===== config.mk =====
export PLATFORM = sky130hd
export DESIGN_NAME = sdf_stage_ctrl
export DESIGN_NICKNAME = d
export VERILOG_FILES = /design/src/rtl/sdf_stage_ctrl.sv
export SDC_FILE = /design/constraint.sdc
export NUM_CORES = 1
export LEC_CHECK = 0
export CAP_MARGIN = 20
export CORE_UTILIZATION = 45
export DETAILED_ROUTE_END_ITERATION = 10
export PLACE_DENSITY = 0.84
export SETUP_SLACK_MARGIN = 0.3
export SLEW_MARGIN = 40
export SYNTH_ARGS = -nofsm -noshare
export SYNTH_HDL_FRONTEND = slang
export SYNTH_SLANG_ARGS = --single-unit

===== constraint.sdc =====
create_clock -name clk -period 5.4 [get_ports clk]
set_input_delay 1.08 -clock clk [delete_from_list [all_inputs] [get_ports clk]]
set_output_delay 1.08 -clock clk [all_outputs]
set_load 0.01 [all_outputs]

===== src/rtl/sdf_stage_ctrl.sv =====
// Sequencer for one radix-2 SDF stage: FIFO enables, butterfly select, twiddle address.
// Optional frame checking is compiled in with `define SDF_FRAME_CHECK_EN.
module sdf_stage_ctrl #(
    parameter int LOG2_DEPTH = 5,
    parameter int TW_SHIFT   = 0
) (
    input  logic       clk,
    input  logic       rst_n,
    input  logic       in_valid,
    input  logic       in_sop,
    input  logic       flush,
    output logic       fifo_w_en,
    output logic       fifo_r_en,
    output logic       bf_sel,
    output logic [4:0] tw_addr,
    output logic       out_valid,
    output logic       out_sop,
    output logic       busy,
    output logic       frame_err
);

    typedef enum logic [1:0] {
        S_IDLE  = 2'd0,
        S_RUN   = 2'd1,
        S_DRAIN = 2'd2
    } state_t;

    localparam logic [LOG2_DEPTH:0] CNT_HALF = {1'b1, {LOG2_DEPTH{1'b0}}};
    localparam logic [LOG2_DEPTH:0] CNT_MAX  = {1'b1, {LOG2_DEPTH{1'b1}}};
    localparam logic [LOG2_DEPTH:0] CNT_DLST = {1'b0, {LOG2_DEPTH{1'b1}}};

    state_t                state;
    logic [LOG2_DEPTH:0]   cnt;
    logic                  primed;

    logic                  ph;
    logic [LOG2_DEPTH-1:0] k;
    logic [4:0]            tw_k;
    logic                  at_boundary;

    assign ph          = cnt[LOG2_DEPTH];
    assign k           = cnt[LOG2_DEPTH-1:0];
    assign tw_k        = 5'(k) << TW_SHIFT;
    assign at_boundary = (state == S_RUN) && (cnt == '0) && primed;
    assign busy        = (state != S_IDLE);

    // Mealy outputs from registered state plus the current input strobe
    always_comb begin
        fifo_w_en = 1'b0;
        fifo_r_en = 1'b0;
        bf_sel    = 1'b0;
        tw_addr   = '0;
        out_valid = 1'b0;
        out_sop   = 1'b0;
        frame_err = 1'b0;
        case (state)
            S_IDLE: begin
                // The starting sample is cnt=0 of an unprimed frame: write only
                fifo_w_en = in_valid & in_sop;
            end
            S_RUN: begin
                if (in_valid) begin
                    fifo_w_en = 1'b1;
                    if (!ph) begin
                        fifo_r_en = primed;
                        out_valid = primed;
                        tw_addr   = tw_k;
                    end else begin
                        bf_sel    = 1'b1;
                        fifo_r_en = 1'b1;
                        out_valid = 1'b1;
                    end
                    out_sop = out_valid & (((cnt == '0) & primed) |
                                           ((cnt == CNT_HALF) & ~primed));
`ifdef SDF_FRAME_CHECK_EN
                    frame_err = (in_sop & (cnt != '0)) |
                                (~in_sop & (cnt == '0) & primed);
`endif
                end
            end
            S_DRAIN: begin
                fifo_r_en = 1'b1;
                out_valid = 1'b1;
                tw_addr   = tw_k;
                out_sop   = (k == '0);
            end
            default: ;
        endcase
    end

    always_ff @(posedge clk or negedge rst_n) begin
        if (!rst_n) begin
            state  <= S_IDLE;
            cnt    <= '0;
            primed <= 1'b0;
        end else begin
            case (state)
                S_IDLE: begin
                    if (in_valid && in_sop) begin
                        state <= S_RUN;
                        cnt   <= {{LOG2_DEPTH{1'b0}}, 1'b1};
                    end
                end
                S_RUN: begin
                    if (in_valid) begin
                        cnt <= cnt + 1'b1;
                        if (cnt == CNT_MAX)
                            primed <= 1'b1;
                    end else if (at_boundary && flush) begin
                        state <= S_DRAIN;
                    end
                end
                S_DRAIN: begin
                    // Read out the DEPTH samples still held in the FIFO
                    if (cnt == CNT_DLST) begin
                        state  <= S_IDLE;
                        cnt    <= '0;
                        primed <= 1'b0;
                    end else begin
                        cnt <= cnt + 1'b1;
                    end
                end
                default: begin
                    state  <= S_IDLE;
                    cnt    <= '0;
                    primed <= 1'b0;
                end
            endcase
        end
    end

endmodule


Word level (Yosys, flattened, before mapping)
Index checks and enable logic that the tools add are counted.
Storage, ports and cells
  output and inout bits: 12
  logic and storage cells: 63
  register bits after elaboration: 9
  bits of input ports: 5
Operators by class
  equality and inequality tests: 11
  bitwise gates (word level): 7
  reduce and logical (&&, ||, !) cells: 11
  muxes and demuxes: 30
  $add $sub $neg: 1
Operators by type and width (count)
  $mux W6: 3
  $pmux W6 S3: 1
  $mux W1: 13
  $eq A6 B6 Y1 const B: 2
  $mux W5: 2
  $pmux W5 S2: 1
  $mux W2: 4
  $ne A2 B2 Y1 const B: 4
  $pmux W1 S2: 4
  $reduce_and A4 Y1: 2
  $add A6 B1 Y6 const B: 1
  $eq A6 B5 Y1 const B: 1
  $logic_not A6 Y1: 1
  $pmux W2 S3: 1
  $logic_not A5 Y1: 1
  $and A1 B1 Y1: 4
  $logic_and A1 B1 Y1: 4
  $ne A2 B1 Y1 const B: 2
  $pmux W1 S3: 1
  $eq A2 B1 Y1 const B: 1
  $eq A2 B2 Y1 const B: 1
  $logic_not A2 Y1: 1
  $not A1 Y1: 2
  $reduce_and A2 Y1: 1
  2 further kinds: 2

Logic depth before layout (Yosys ltp)
  word-level depth: 7
  depth in mapped cells: 6
  mapped depth without buffers: 6

Worst setup path before layout
Ideal clock, no wire load.
  path kind: input -> output
  start: input in_valid
  end: output out_sop
  required time: 4.320 ns
  arrival: 1.616 ns
  path buffers: 0
  path slack: 2.704 ns
  cell stages on the path: 4
  cells stage by stage: nand2_1 > nor2_1 > o21a_1 > and2_1
On the way
  longest elaborated chain between the ends: 2
Ends and longest elaborated chain
  start, declared: line 9  | input logic in_valid,
  $mux W1: line 62  | if (in_valid) begin
  $pmux W1 S2: line 56  | case (state)
  end, declared: line 17  | output logic out_sop,
Every way passes these cells.

Final worst setup path
Ends and elaborated chain as after synthesis.

==> results.md <==
* Status: completed
* I/O Buffers at 15
* Pleak at 0.0003939 µW
* Tightest Hold Check Type: reg -> reg
* RSZ-0062 raised after global routing: false
* Initial antenna violation count at 0
* Reg2reg path depth at 6
* Max Cap Viol at 0
* # diodes at 0
* Routed Antenna Nets at 0
* Initial cell density of the core at 48.36%
* Share of the synthesized area in the top cell type at 30.56%
* Mapped Area at 737.0 µm²
* Clock latency on the worst-skew pair at 0.27 ns
* Vias in the first global route at 569
* Chip height at 42.47 µm
* Gr usage total at 19.34%
* Max Fanout on Critical Path at 8
* Maximum buffer depth of the clock tree at 2
* DR vias at 703
* CP endpoint kind: primary output
* Yosys top cell by area: dfrtp_1
* Vias per inst at 5.715
* Post-synth net total at 102
* Nets@finish at 120
* Crit Path Class: in -> out
* First-pass GRT wire length at 2.511 mm
* Final wirelength at 1.594 mm
* Worst IR Drop VDD at 0.2301 mV
* Setup TNS at 0 ns
* Sequential area share after synthesis at 30.56%
* Async set-reset flop share out of synthesis at 100.0%
* Worst-path clk slew at 0.06 ns
* Drt pass-1 iters at 4
* GR Overflow Total at 0
* Critical path arrival at 2.83 ns
* Io pins at 17
* Die ar. at 1804 µm²
* Post-DP HPWL at 1.261 mm
* Fmax at 256.0 MHz
* CTS tree: built
* Final min period at 3.907 ns
* DRT iter0 DRCs at 17
* Hold WS at 0.5831 ns
* CP startpoint kind: input pin
* Synth top area cells: dfrtp_1 31%, ha_1 12%, nor2_1 7.1%
* Setup ws final at 1.493 ns
* Slew Viols, Final at 0
* Share of layout cells above drive strength 1 at 7.477%
* Largest net degree at the start of global routing at 10
* Post-CTS Hold Fix Bufs at 0
* Synth unique cells at 30
* Post-synth EDFFs at 0
* Synth warn at 0
* DR DRC count at 0
* Post-CTS Setup Inserts at 0
* Total CTS buffers at 3
* H-tree levels at 1
* CP required at 4.32 ns
* Die extent in x at 42.47 µm
* Routed WL per cell at 12.96 µm
* Synthesis-to-finish area growth at 24.62%
* Core footprint at 1524 µm²
* Hold Vio Cnt, Final at 0
* Top FF cell, synth: dfrtp_1
* Pwr Density at 447.1 nW/µm²
* Core Util, Final at 60.26%
* CTS resizes at 0
* Final setup viols at 0
* Avg Inst Size Synth at 8.188 µm²
* Post-synthesis cell count at 90
* Flops & latches, synth at 9
* Skew final at 0.002821 ns
* Root Driver: clkbuf_4
* Placement Setup Slack at 1.478 ns
* Hold path depth at 1
* # clock sinks at 9
* Final Cycle Share at 72.35%
* Routability congestion estimate at 0.8121
* Row cnt at 14
==> per-stage QoR <==
step / instance area [µm²] / power (µW) / instances
final: 918.4 / 410.6 / 123
after global routing: 918.4 / 446.2 / 123
after CTS: 918.4 / 410.1 / 123
after detailed placement: 892.1 / 354.1 / 119
after global placement: 892.1 / 346.7 / 119
after floorplan: 737.0 / 277.6 / 90
==> where the power goes <==
| part | internal, µW | switching (µW) |
|---|---|---|
| clock | 28.7 | 27.3 |
| combinational | 113 | 141 |
| sequential | 82.5 | 17.6 |
| total | 225 | 186 |
==> metal layers <==
layer  global-route usage, %  wire (µm)
met1                   23.73        713
met2                   31.08        769
met3                   5.172         71
met4                   9.375         40
met5                       0          0
==> sequential cells by signal (all words and copies together), names as in the netlist <==
signal / cells
primed: 1
state: 2
cnt: 6
==> Yosys cell counts, types with 2 or more instances <==
master and n:
a21oi_1 7, dfrtp_1 9, o21a_1 2, o22ai_1 2, o21ai_1 2, buf_4 2, nor2_1 14, nand2_1 6
inv_1 10, o21ai_0 4, nand3_1 6, and2_1 2, ha_1 7
==> worst max-delay path, cell delays in order <==
cell             delay (ns)
clkdlybuf4s50_1        0.65
nand2_1                0.14
nor2_1                 0.13
o21a_1                 0.17
and2_1                 0.13
clkdlybuf4s50_1        0.52
==> final timing paths <==
check	startpoint	to	slack, ns
setup / recovery	in_valid	out_sop	1.49
setup reg to reg	cnt[0]	state[1]	3.28
hold reg to reg	state[1]	state[1]	0.58
min in group asynchronous	rst_n	primed	1.11
max in group asynchronous	rst_n	state[1]	3.99
hold / removal	state[1]	state[1]	0.58
==> logic make-up after synthesis <==
logic type | Yosys count | share of synthesized area, %
AOI/OAI and AO/OA | 23 | 21.39
adders and majority gates | 7 | 11.88
buffers and inverters | 12 | 7.131
DFF | 9 | 30.56
muxes | 1 | 2.037
other | 1 | 0.5088
and+or+nand+nor | 37 | 26.49
==> cell usage in the layout, fill, tap and decap left out <==
cell and instances:
a21o_1 1, a21oi_1 7, a31oi_1 1, a32oi_1 1
and2_1 2, and3_1 1, and4_1 1, and4_2 1
and4b_1 1, clkbuf_1 1, clkbuf_4 3, clkdlybuf4s50_1 15
conb_1 1, dfrtp_1 9, ha_1 7, inv_1 10
mux2_4 1, nand2_1 6, nand2b_1 1, nand3_1 6
nand3_2 1, nand4_1 1, nor2_1 14, nor2b_1 1
o211ai_1 1, o21a_1 2, o21ai_0 4, o21ai_1 2
o21bai_1 1, o22ai_1 2, o41ai_4 1, or4b_4 1
==> layout make-up <==
class,count,area (µm²)
flip-flops and latches,9,225.2
well taps,16,20.02
repair buffers,15,150.1
clock buffers,4,26.28
inverters,10,37.54
multi-input cells,69,459.2
fillers,130,605.6
Power figures use the tool's default switching activity.
